===== config.mk =====
export PLATFORM = sky130hd
export DESIGN_NAME = iomem_uart_master_flat
export DESIGN_NICKNAME = d
export VERILOG_FILES = /design/src/rtl/iomem_uart_master_if.sv /design/src/rtl/iomem_uart_master.sv /design/src/flat_wrapper.sv
export SDC_FILE = /design/constraint.sdc
export NUM_CORES = 1
export LEC_CHECK = 0
export ABC_AREA = 1
export CAP_MARGIN = 20
export CORE_AREA = 2 2 105 107
export DETAILED_ROUTE_END_ITERATION = 8
export DIE_AREA = 0 0 107 109
export HOLD_SLACK_MARGIN = 0.06
export PLACE_DENSITY = 0.8
export SYNTH_ARGS = -nofsm -noshare
export SYNTH_HDL_FRONTEND = slang
export SYNTH_SLANG_ARGS = --single-unit
export TNS_END_PERCENT = 30

===== constraint.sdc =====
create_clock -name clk -period 2.4 [get_ports clk]
set_clock_uncertainty 0.2 [all_clocks]
set_input_delay 0.48 -clock clk [delete_from_list [all_inputs] [get_ports clk]]
set_output_delay 0.48 -clock clk [all_outputs]
set_load 0.02 [all_outputs]

===== src/rtl/iomem_uart_master_if.sv =====
// Byte-stream and iomem initiator signals of the UART debug bridge.
// The master modport is the bridge's view; slave is the host/responder side.
interface iomem_uart_master_if;
  logic [7:0]  rx_data;
  logic        rx_valid;
  logic        rx_ready;
  logic [7:0]  tx_data;
  logic        tx_valid;
  logic        tx_ready;
  logic        m_valid;
  logic        m_ready;
  logic [3:0]  m_wstrb;
  logic [31:0] m_addr;
  logic [31:0] m_wdata;
  logic [31:0] m_rdata;
  logic        busy;

  modport master (
    input  rx_data, rx_valid, tx_ready, m_ready, m_rdata,
    output rx_ready, tx_data, tx_valid, m_valid, m_wstrb, m_addr, m_wdata, busy
  );

  modport slave (
    output rx_data, rx_valid, tx_ready, m_ready, m_rdata,
    input  rx_ready, tx_data, tx_valid, m_valid, m_wstrb, m_addr, m_wdata, busy
  );
endinterface


===== src/rtl/iomem_uart_master.sv =====
// UART-to-iomem debug bridge: decodes 'W'/'R' byte commands, runs one iomem
// transfer with a wait timeout, and streams status or read data back.
module iomem_uart_master #(
  parameter int unsigned TIMEOUT_CYCLES = 1024,
  parameter logic [7:0]  CMD_WRITE      = 8'h57,
  parameter logic [7:0]  CMD_READ       = 8'h52
) (
  input logic                 clk,
  input logic                 resetn,
  iomem_uart_master_if.master bus
);
  localparam logic [7:0]  RSP_OK    = 8'h4B;
  localparam logic [7:0]  RSP_ERR   = 8'h45;
  localparam logic [15:0] WAIT_LAST = 16'(TIMEOUT_CYCLES - 1);

  typedef enum logic [2:0] {S_IDLE, S_ADDR, S_DATA, S_BUS, S_RESP} state_t;

  state_t      state_q,    state_d;
  logic        is_write_q, is_write_d;
  logic [1:0]  cnt_q,      cnt_d;
  logic [15:0] wait_q,     wait_d;
  logic        m_valid_q,  m_valid_d;
  logic [3:0]  m_wstrb_q,  m_wstrb_d;
  logic [31:0] m_addr_q,   m_addr_d;
  logic [31:0] m_wdata_q,  m_wdata_d;
  logic [31:0] shift_q,    shift_d;
  logic [1:0]  left_q,     left_d;
  logic        tx_valid_q, tx_valid_d;
  logic [7:0]  tx_data_q,  tx_data_d;
  logic        rx_ready;
  logic        rx_fire;
  logic        start_bus;

  assign rx_ready = resetn && (state_q inside {S_IDLE, S_ADDR, S_DATA});
  assign rx_fire  = bus.rx_valid && rx_ready;

  always_comb begin
    state_d    = state_q;
    is_write_d = is_write_q;
    cnt_d      = cnt_q;
    wait_d     = wait_q;
    m_valid_d  = m_valid_q;
    m_wstrb_d  = m_wstrb_q;
    m_addr_d   = m_addr_q;
    m_wdata_d  = m_wdata_q;
    shift_d    = shift_q;
    left_d     = left_q;
    tx_valid_d = tx_valid_q;
    tx_data_d  = tx_data_q;
    start_bus  = 1'b0;

    unique case (state_q)
      S_IDLE: begin
        if (rx_fire && (bus.rx_data == CMD_WRITE || bus.rx_data == CMD_READ)) begin
          state_d    = S_ADDR;
          is_write_d = (bus.rx_data == CMD_WRITE);
          cnt_d      = '0;
        end
      end
      S_ADDR: begin
        if (rx_fire) begin
          m_addr_d = {m_addr_q[23:0], bus.rx_data};
          cnt_d    = cnt_q + 2'd1;
          if (cnt_q == 2'd3) begin
            if (is_write_q) state_d = S_DATA;
            else            start_bus = 1'b1;
          end
        end
      end
      S_DATA: begin
        if (rx_fire) begin
          m_wdata_d = {m_wdata_q[23:0], bus.rx_data};
          cnt_d     = cnt_q + 2'd1;
          start_bus = (cnt_q == 2'd3);
        end
      end
      S_BUS: begin
        // Completion wins over a timeout landing on the same edge.
        if (bus.m_ready) begin
          m_valid_d  = 1'b0;
          tx_valid_d = 1'b1;
          state_d    = S_RESP;
          if (is_write_q) begin
            tx_data_d = RSP_OK;
            left_d    = '0;
          end else begin
            tx_data_d = bus.m_rdata[31:24];
            shift_d   = {bus.m_rdata[23:0], 8'h00};
            left_d    = 2'd3;
          end
        end else if (wait_q == WAIT_LAST) begin
          m_valid_d  = 1'b0;
          tx_valid_d = 1'b1;
          tx_data_d  = RSP_ERR;
          left_d     = '0;
          state_d    = S_RESP;
        end else begin
          wait_d = wait_q + 16'd1;
        end
      end
      S_RESP: begin
        if (bus.tx_ready) begin
          if (left_q == 2'd0) begin
            tx_valid_d = 1'b0;
            state_d    = S_IDLE;
          end else begin
            tx_data_d = shift_q[31:24];
            shift_d   = {shift_q[23:0], 8'h00};
            left_d    = left_q - 2'd1;
          end
        end
      end
      default: state_d = S_IDLE;
    endcase

    if (start_bus) begin
      state_d   = S_BUS;
      m_valid_d = 1'b1;
      m_wstrb_d = is_write_q ? 4'hF : 4'h0;
      wait_d    = '0;
    end
  end

  always_ff @(posedge clk) begin
    if (!resetn) begin
      state_q    <= S_IDLE;
      is_write_q <= 1'b0;
      cnt_q      <= '0;
      wait_q     <= '0;
      m_valid_q  <= 1'b0;
      m_wstrb_q  <= '0;
      m_addr_q   <= '0;
      m_wdata_q  <= '0;
      shift_q    <= '0;
      left_q     <= '0;
      tx_valid_q <= 1'b0;
      tx_data_q  <= '0;
    end else begin
      state_q    <= state_d;
      is_write_q <= is_write_d;
      cnt_q      <= cnt_d;
      wait_q     <= wait_d;
      m_valid_q  <= m_valid_d;
      m_wstrb_q  <= m_wstrb_d;
      m_addr_q   <= m_addr_d;
      m_wdata_q  <= m_wdata_d;
      shift_q    <= shift_d;
      left_q     <= left_d;
      tx_valid_q <= tx_valid_d;
      tx_data_q  <= tx_data_d;
    end
  end

  assign bus.rx_ready = rx_ready;
  assign bus.tx_data  = tx_data_q;
  assign bus.tx_valid = tx_valid_q;
  assign bus.m_valid  = m_valid_q;
  assign bus.m_wstrb  = m_wstrb_q;
  assign bus.m_addr   = m_addr_q;
  assign bus.m_wdata  = m_wdata_q;
  assign bus.busy     = (state_q != S_IDLE);
endmodule

===== src/flat_wrapper.sv =====
// flat-port wrapper written by rule: the top's interface ports become plain ports
module iomem_uart_master_flat 
#(
  parameter int unsigned TIMEOUT_CYCLES = 1024,
  parameter logic [7:0]  CMD_WRITE      = 8'h57,
  parameter logic [7:0]  CMD_READ       = 8'h52
)
  (clk, resetn, bus_rx_data, bus_rx_valid, bus_tx_ready, bus_m_ready, bus_m_rdata, bus_rx_ready, bus_tx_data, bus_tx_valid, bus_m_valid, bus_m_wstrb, bus_m_addr, bus_m_wdata, bus_busy);
  iomem_uart_master_if bus_i ();
  input logic clk;
  input logic resetn;
  input wire logic [$bits(bus_i.rx_data)-1:0] bus_rx_data;
  input wire logic [$bits(bus_i.rx_valid)-1:0] bus_rx_valid;
  input wire logic [$bits(bus_i.tx_ready)-1:0] bus_tx_ready;
  input wire logic [$bits(bus_i.m_ready)-1:0] bus_m_ready;
  input wire logic [$bits(bus_i.m_rdata)-1:0] bus_m_rdata;
  output wire logic [$bits(bus_i.rx_ready)-1:0] bus_rx_ready;
  output wire logic [$bits(bus_i.tx_data)-1:0] bus_tx_data;
  output wire logic [$bits(bus_i.tx_valid)-1:0] bus_tx_valid;
  output wire logic [$bits(bus_i.m_valid)-1:0] bus_m_valid;
  output wire logic [$bits(bus_i.m_wstrb)-1:0] bus_m_wstrb;
  output wire logic [$bits(bus_i.m_addr)-1:0] bus_m_addr;
  output wire logic [$bits(bus_i.m_wdata)-1:0] bus_m_wdata;
  output wire logic [$bits(bus_i.busy)-1:0] bus_busy;
  assign bus_i.rx_data = bus_rx_data;
  assign bus_i.rx_valid = bus_rx_valid;
  assign bus_i.tx_ready = bus_tx_ready;
  assign bus_i.m_ready = bus_m_ready;
  assign bus_i.m_rdata = bus_m_rdata;
  assign bus_rx_ready = bus_i.rx_ready;
  assign bus_tx_data = bus_i.tx_data;
  assign bus_tx_valid = bus_i.tx_valid;
  assign bus_m_valid = bus_i.m_valid;
  assign bus_m_wstrb = bus_i.m_wstrb;
  assign bus_m_addr = bus_i.m_addr;
  assign bus_m_wdata = bus_i.m_wdata;
  assign bus_busy = bus_i.busy;
  iomem_uart_master #(.TIMEOUT_CYCLES(TIMEOUT_CYCLES), .CMD_WRITE(CMD_WRITE), .CMD_READ(CMD_READ)) u_core (.clk(clk), .resetn(resetn), .bus(bus_i));
endmodule

; ---- Word-level counts from Yosys, hierarchy flattened
; Index checks and enable logic that the tools add are counted.
; W data, S select, Z words.
[word_totals]
register_bits = 134
out_inout_bits = 80
in_bits = 45
[op_classes]
n_eq_ne = 27
muxes = 45
reduce_logical = 25
add_sub_neg = 3
bitwise_logic = 4
[ops]
columns = operator, n
row1 = $mux W32, 4
row2 = $pmux W32 S2, 1
row3 = $mux W8, 5
row4 = $mux W3, 8
row5 = $add A16 B1 Y16 const B, 1
row6 = $eq A16 B10 Y1 const B, 1
row7 = $eq A8 B7 Y1 const B, 2
row8 = $mux W2, 8
row9 = $pmux W8 S2, 1
row10 = $reduce_and A8 Y1, 2
row11 = $pmux W3 S5, 1
row12 = $mux W1, 12
row13 = $ne A2 B2 Y1 const B, 6
row14 = $ne A3 B2 Y1 const B, 4
row15 = $ne A2 B1 Y1 const B, 5
row16 = $ne A3 B1 Y1 const B, 3
row17 = $reduce_bool A3 Y1, 3
row18 = $pmux W2 S2, 2
row19 = $reduce_and A2 Y1, 4
row20 = $reduce_and A4 Y1, 2
row21 = $eq A3 B2 Y1 const B, 2
row22 = $reduce_and A3 Y1, 2
row23 = $reduce_bool A2 Y1, 3
row24 = $reduce_and A5 Y1, 1
row25 = 14 further kinds, 21

; ---- Longest topological paths before layout
; Gate-level depths: netlist (run 1).
[logic_depth]
ltp_word = 8
mapped_depth = 12
ltp_nobuf = 12

; ---- Worst setup path before layout (run 1)
; No wires, ideal clock.
[synth_timing]
kind = reg-to-reg
start = reg u_core.state_q[0]
end = reg u_core.wait_q[10]
required_time_ns = 2.078
stages_incl_launch_ff = 11
path_slack_ns = 0.577
synth_period_minus_slack_ns = 1.823
arrival_time_ns = 1.502
setup_time_ns = 0.122
path_cell_list = dfxtp_1 -> nor2_1 -> nand2_1 -> inv_1 -> nor2_1 -> nand2b_2 -> inv_2 -> nor2_2 -> inv_2 -> buf_4 -> a21oi_1
[synth_via]
elab_chain_cells = 7
[synth_lines]
columns = item, line_no
row1 = "start, declared", iomem_uart_master.sv:18  ; state_t state_q, state_d;
row2 = "start signal, assigned", iomem_uart_master.sv:139  ; state_q <= state_d;
row3 = "$eq A3 B1 Y1, or another cell as far along", "iomem_uart_master.sv:34, iomem_uart_master.sv:52"
row4 = $reduce_bool A3 Y1, iomem_uart_master.sv:34  ; assign rx_ready = resetn && (state_q inside {S_IDLE, S_ADDR, S_DATA});
row5 = $logic_and A1 B1 Y1, iomem_uart_master.sv:34
row6 = $logic_and A1 B1 Y1, iomem_uart_master.sv:35  ; assign rx_fire = bus.rx_valid && rx_ready;
row7 = "$mux W1, on equally long branches", "iomem_uart_master.sv:71, iomem_uart_master.sv:61"
row8 = $pmux W1 S2, iomem_uart_master.sv:52  ; unique case (state_q)
row9 = $reduce_or A2 Y1 (no source line), -
row10 = "end signal, assigned", iomem_uart_master.sv:142  ; wait_q <= wait_d;
row11 = "end, declared", iomem_uart_master.sv:21  ; logic [15:0] wait_q, wait_d;
; Parallel ways exist; a longest one is shown, timed or not.
; A chain may end at the register's enable or synchronous reset.

; ---- Final worst setup path (run 1)
[layout_timing]
start = reg u_core.state_q[0]
end = out bus_busy
[layout_via]
elab_chain_cells = 1
[layout_lines]
columns = item, line_no
row1 = $reduce_bool A3 Y1, iomem_uart_master.sv:161  ; assign bus.busy = (state_q != S_IDLE);
row2 = "end, declared", flat_wrapper.sv:24  ; output wire logic [$bits(bus_i.busy)-1:0] bus_busy;
; Every way passes these cells.

==> results of run 1 <==
## power by group
part           switching, mW  leakage (nW)  internal (mW)
logic                  0.693          1.54          0.457
registers              0.106         0.993           2.18
clock network          0.973         0.297           1.75
total                   1.77          2.83           4.39
## registers in the layout (all words and copies together), names as in the netlist
register	flops
u_core.bus.m_addr	32
u_core.shift_q	24
u_core.bus.m_wstrb	1
u_core.cnt_q	2
u_core.is_write_q	1
u_core.left_q	2
u_core.bus.tx_valid	1
u_core.bus.tx_data	8
u_core.state_q	3
u_core.bus.m_wdata	32
u_core.wait_q	16
u_core.bus.m_valid	1
## layout by cell type (no fill, tap or decap), types with 18 or more instances in the layout
cell / count
a31oi_1: 19
a21oi_1: 69
nand2_1: 113
clkdlybuf4s50_1: 121
o21ai_0: 70
nor2_1: 118
dfxtp_1: 122
inv_1: 47
o21ai_1: 18
nand3_1: 23
## repair_timing
| action | 4_1_cts | 5_1_grt |
|---|---|---|
| setup endpoints to repair | 2 | 1 |
| gates cloned | 0 | 0 |
| gates resized for setup | 3 | 1 |
| setup buffers | 0 | 0 |
## worst reg2reg max path: stages, from the launching register on
cell and delay [ns]:
dfxtp_1 0.37, nor2_1 0.20, nand2_2 0.22, nor2_2 0.19, nor2_2 0.08, nor2_8 0.11
nand2_4 0.11, inv_6 0.25, o21ai_1 0.11, a31oi_1 0.20
## kinds of logic after synthesis
kind of cell,after synthesis,share of synthesized area [%]
buffers and inverters,96,8.207
flip-flops,123,47.36
XOR/XNOR,6,1.011
adder cells (fa/ha/maj),3,0.7221
AO/OA/AOI/OAI,182,18.19
AND/OR/NAND/NOR,293,24.50
## layout make-up
class                      count  area (um^2)  share of cell area, %
sequential                   123         2464                  34.51
timing repair buffer         136         1336                  18.72
clock inverter                13        190.2                  2.664
inverter                      57        219.0                  3.067
multi-input combinational    484         2312                  32.39
clock buffer                  19        441.7                  6.188
tap                          140        175.2                  2.454
## layer usage
metal	vias to the layer above	part of all wire [%]	GRT usage, %
met1	2349	42	27.24
met3	15	7.3	7.591
li1	2543	-	-
met4	0	1.2	6.957
met2	149	50	39.40
met5	-	0	0
## final timing paths
path	from	end	slack, ns
max reg2reg	u_core.state_q[0]	u_core.shift_q[26]	0.28
min	resetn	u_core.bus.m_valid	0.15
min reg2reg	u_core.bus.m_wdata[31]	u_core.bus.m_wdata[31]	0.26
max	u_core.state_q[0]	bus_busy	0.14
## stage by stage
| step | utilization [%] | total power [mW] |
|---|---|---|
| 5_1_grt | 67.32 | 6.403 |
| 4_1_cts | 67.30 | 6.183 |
| 2_1_floorplan | - | 3.046 |
| 3_3_place_gp | 61.35 | 3.456 |
| 3_5_place_dp | 61.35 | 3.483 |
| 6_report | 67.32 | 6.162 |
==> flow_summary.toml, run 1 <==
[finish]
drive_gt1_share_pct = 8.774
num-nets-final = 867
instances_no_fill = 972
fin_area_um2 = 7138
nFillCells = 864
syn_to_final_growth_pct = 37.30
diodes = 0

[clock_tree]
numCtsBuffers = 17
clk_pin_slew_worst_paths_ns = 0.06
cts_sinks = 123
cts_tree = "yes"
clockBufferDepth = 2
clock_latency_ns = 0.51
cts_hold_buf = 0
htreeDepth = 4
root_buffer = "clkbuf_8"

[floorplan]
die_h_um = 109
io-pin-count = 125
initial_core_util_pct = 49.03
dieArea_um2 = 11660
rows = 38
core_area_um2 = 10600
dieWidth_um = 107

[sta]
worstMarginPinSlew_ns = 0.6392
setup-tns-final_ns = 0
fin_crit_sh_pct = 94.26
setup_viol = 0
relSlewSlack_pct = 57.39
slew_viol_final = 0
holdWs_ns = 0.1482
fin_crit_ns = 2.262
fin_ws_ns = 0.1377
rsz0062_at_grt = "no"
hold_viol_final = 0
fmax_mhz = 442.0

[setup_path]
r2r_cells = 9
end_kind = "output port"
crit_fanout = 5
cp.depth = 3
arrival_ns = 1.58
required_ns = 1.72
critPathKind = "reg2out"
startpoint_type = "register"
path_cells = "nor2_1 > nand2_1 > dlygate4sd2_1"
critPathMaxStageDelay_ns = 0.45
crit_family = "flip-flops"
worst-path-buf-inv = 1
crit_path_top_delay_cell = "dfxtp_1"

[place]
hpwl_um = 9051
place_inst = 940
preCtsSetupSlack_ns = 0.04072
place.gp.congestion = 0.8932
placed_area_um2 = 6505
portBuffers = 124

[synth]
synth_top_area_cell = "dfxtp_1"
synth_seq_area_share_pct = 47.36
synth_cell_types = 36
yosysMostFrequentCell = "dfxtp_1"
synth_top_area_share_pct = 47.36
synth_nets = 751
synth_cells = 703
ys_top_cells_by_count = "dfxtp_1, nor2_1, nand2_1, o21ai_0, a21oi_1"
synth_area_per_cell_um2 = 7.395
ys_ff_latch = 123
synthesis.area_um2 = 5199
yosys_warnings = 0
synth_ff_type = "dfxtp_1"
async_flop_share_pct = 0
ys_top_cells_by_area = "dfxtp_1, nor2_1, nand2_1"
synth_edf_count = 0

[route]
postRouteAntennaNets = 0
drt-total-wl_um = 13400
vias_per_cell = 5.202
route.detailed.drc = 0
drtIter0Drc = 271
first_pass_iters = 5
wl_per_cell_um = 13.79
num_vias = 5056

[min_path]
hp-class = "in2reg"
holdPathStages = 3

[outcome]
run_status = "finished clean"

[global_routing]
grt_start_max_net_pins = 74
antenna_found_initial = 0
grt_pass1_vias = 4749
grt_pass1_wl_um = 21620
grt_util_all_layers_pct = 22.89
overflow = 0

[run]
maxCapViolations = 0

[pwr]
p_leak_nw = 2.826
power_per_cell_area_nw_per_um2 = 863.3
irDropWorstVdd_v = 0.0005962
Note: power is estimated with default switching activity, not from simulation.
==> inputs of run 2 (changes only) <==
--- a/config.mk
+++ b/config.mk
@@ -12,6 +12,7 @@
 export DIE_AREA = 0 0 107 109
 export HOLD_SLACK_MARGIN = 0.06
 export PLACE_DENSITY = 0.8
+export RECOVER_POWER = 100
 export SYNTH_ARGS = -nofsm -noshare
 export SYNTH_HDL_FRONTEND = slang
 export SYNTH_SLANG_ARGS = --single-unit
==> constraint.sdc (replaced) <==
create_clock -name clk -period 2.11 [get_ports clk]
set_clock_uncertainty 0.2 [all_clocks]
set_input_delay 0.422 -clock clk [delete_from_list [all_inputs] [get_ports clk]]
set_output_delay 0.422 -clock clk [all_outputs]
set_load 0.02 [all_outputs]
==> run 2 against run 1 <==
Flip-flop and latch count did not move. Via count is 3.7% higher. Global-route usage rose by 1.1 points. Die area did not move. Utilization is 1.8 points higher. Sequential power is 14% higher. Cell count grew 2.7%. First-iteration DRC count increased by 1.8%. Non-clock buffer count is 26 higher. Clock power up 2%. Critical path type unchanged. Critical endpoint unchanged. Largest power group unchanged.
==> flow_summary.toml, run 2 (synthesis gave the netlist of run 1 again) <==
[sta]
fin_ws_ns = 0.01108
fin_crit_sh_pct = 99.47
worstMarginPinSlew_ns = 0.5575
relSlewSlack_pct = 62.49
slew_viol_final = 0
fin_crit_ns = 2.099
setup_viol = 0
rsz0062_at_grt = "yes"
setup-tns-final_ns = 0
hold_viol_final = 0
fmax_mhz = 476.4

[clock_tree]
numCtsBuffers = 17
clockBufferDepth = 2
cts_sinks = 123
clk_pin_slew_worst_paths_ns = 0.06
cts_tree = "yes"
htreeDepth = 4
cts_hold_buf = 0
clock_latency_ns = 0.50
root_buffer = "clkbuf_8"
postCtsSetupBuffers = 0

[setup_path]
critPathMaxStageDelay_ns = 0.37
crit_path_top_delay_cell = "dfxtp_2"
required_ns = 1.49
critPathKind = "reg2out"
crit_fanout = 5
end_kind = "output port"
path_cells = "nor2_2 > nand2_1 > clkdlybuf4s15_2"
arrival_ns = 1.48
startpoint_type = "register"

[global_routing]
grt_pass1_wl_um = 22410
grt_pass1_vias = 4953
grt_util_all_layers_pct = 24.00
grt_start_max_net_pins = 59
overflow = 0
antenna_found_initial = 0

[pwr]
power_frac_seq_pct = 38.7
p_sw_mw = 2.018
irDropWorstVdd_v = 0.0006151
power_per_cell_area_nw_per_um2 = 922.2
combPwrFrac_pct = 20.2
p_int_mw = 4.740
p_total_mw = 6.758
clkPwrFrac_pct = 41.1
p_leak_nw = 3.647
switching_share_pct = 29.86

[finish]
syn_to_final_growth_pct = 40.96
regArea_um2 = 2465
layout_commonest_cell = "dfxtp_1"
layout_common_cells = "dfxtp_1, nor2_1, nand2_1"
multi_input_area_um2 = 2318
drive_gt1_share_pct = 12.00
nFillCells = 836
final_core_util_pct = 69.12
diodes = 0
num-nets-final = 893
instances_no_fill = 998

[route]
drtIter0Drc = 276
vias_per_cell = 5.255
first_pass_iters = 5
wl_per_cell_um = 13.86
route.detailed.drc = 0
num_vias = 5244
postRouteAntennaNets = 0
drt-total-wl_um = 13830

[place]
hpwl_um = 9706
portBuffers = 124
place.gp.congestion = 0.9275
preCtsSetupSlack_ns = -0.1448
place_inst = 966

[floorplan]
io-pin-count = 125
die_h_um = 109
core_area_um2 = 10600
dieArea_um2 = 11660
dieWidth_um = 107
initial_core_util_pct = 49.03
rows = 38

[outcome]
run_status = "finished clean"

[min_path]
hp-class = "reg2reg"

[run]
maxCapViolations = 0
## run 2: changes by cell type in the layout (fill, tap and decap cells not counted), sizes merged
| cell | delta |
|---|---|
| dlygate4sd3 | +1 |
| clkinvlp | -1 |
| inv | +1 |
| clkdlybuf4s15 | +2 |
| clkinv | +2 |
| buf | +26 |
| dlymetal6s2s | +28 |
| dlygate4sd2 | +39 |
| clkdlybuf4s50 | -70 |
| bufinv | -2 |
## run 2: final cells by class
cell class	count	share of cell area [%]
Clock buffer	19	5.890
Clock inverter	13	1.929
Inverter	57	2.954
Multi-Input combinational cell	484	31.64
Sequential cell	123	33.63
Tap cell	140	2.390
Timing Repair Buffer	162	21.56
## run 2: repair_timing
action                                  in CTS  in global routing
gates resized for setup                     50                 29
hold endpoints to repair                     0                  0
endpoints found under the setup margin      43                 29
## run 2: critical path, delay by kind of cell (launching register included)
| family | cells | cell delay [ns] |
|---|---|---|
| buffers and inverters | 1 | 0.30 |
| flip-flops | 1 | 0.37 |
| AND/OR/NAND/NOR | 2 | 0.31 |
## run 2: power by group through the flow
stage	logic (mW)	clock network, mW	registers, mW
2_1_floorplan	0.719	0	2.74
3_3_place_gp	1.34	0	2.64
3_5_place_dp	1.38	0	2.65
4_1_cts	1.36	2.81	2.61
5_1_grt	1.49	2.93	2.63
6_report	1.36	2.78	2.61
## run 2: final timing paths
kind	cells past startpoint	slack, ns	startpoint	to
setup / recovery	3	0.01	u_core.state_q[0]	bus_busy
hold reg to reg	2	0.26	u_core.bus.m_wdata[28]	u_core.bus.m_wdata[28]
hold / removal	2	0.26	u_core.bus.m_wdata[28]	u_core.bus.m_wdata[28]
setup reg to reg	9	0.17	u_core.wait_q[0]	u_core.bus.tx_data[5]
## run 2: metal layers
metal | part of all wire (%) | global-route usage [%]
met5 | 0 | 0
met4 | 2.3 | 10.39
met3 | 7.3 | 6.993
met2 | 51 | 42.27
met1 | 40 | 27.11
## run 2: metrics by stage
step | cell area, um^2 | hold slack (ns)
after global placement | 6725 | 0.2446
final | 7328 | 0.2619
after global routing | 7328 | 0.2669
after CTS | 7256 | 0.2447
after floorplan | 5199 | 0.2332
after detailed placement | 6725 | 0.2554
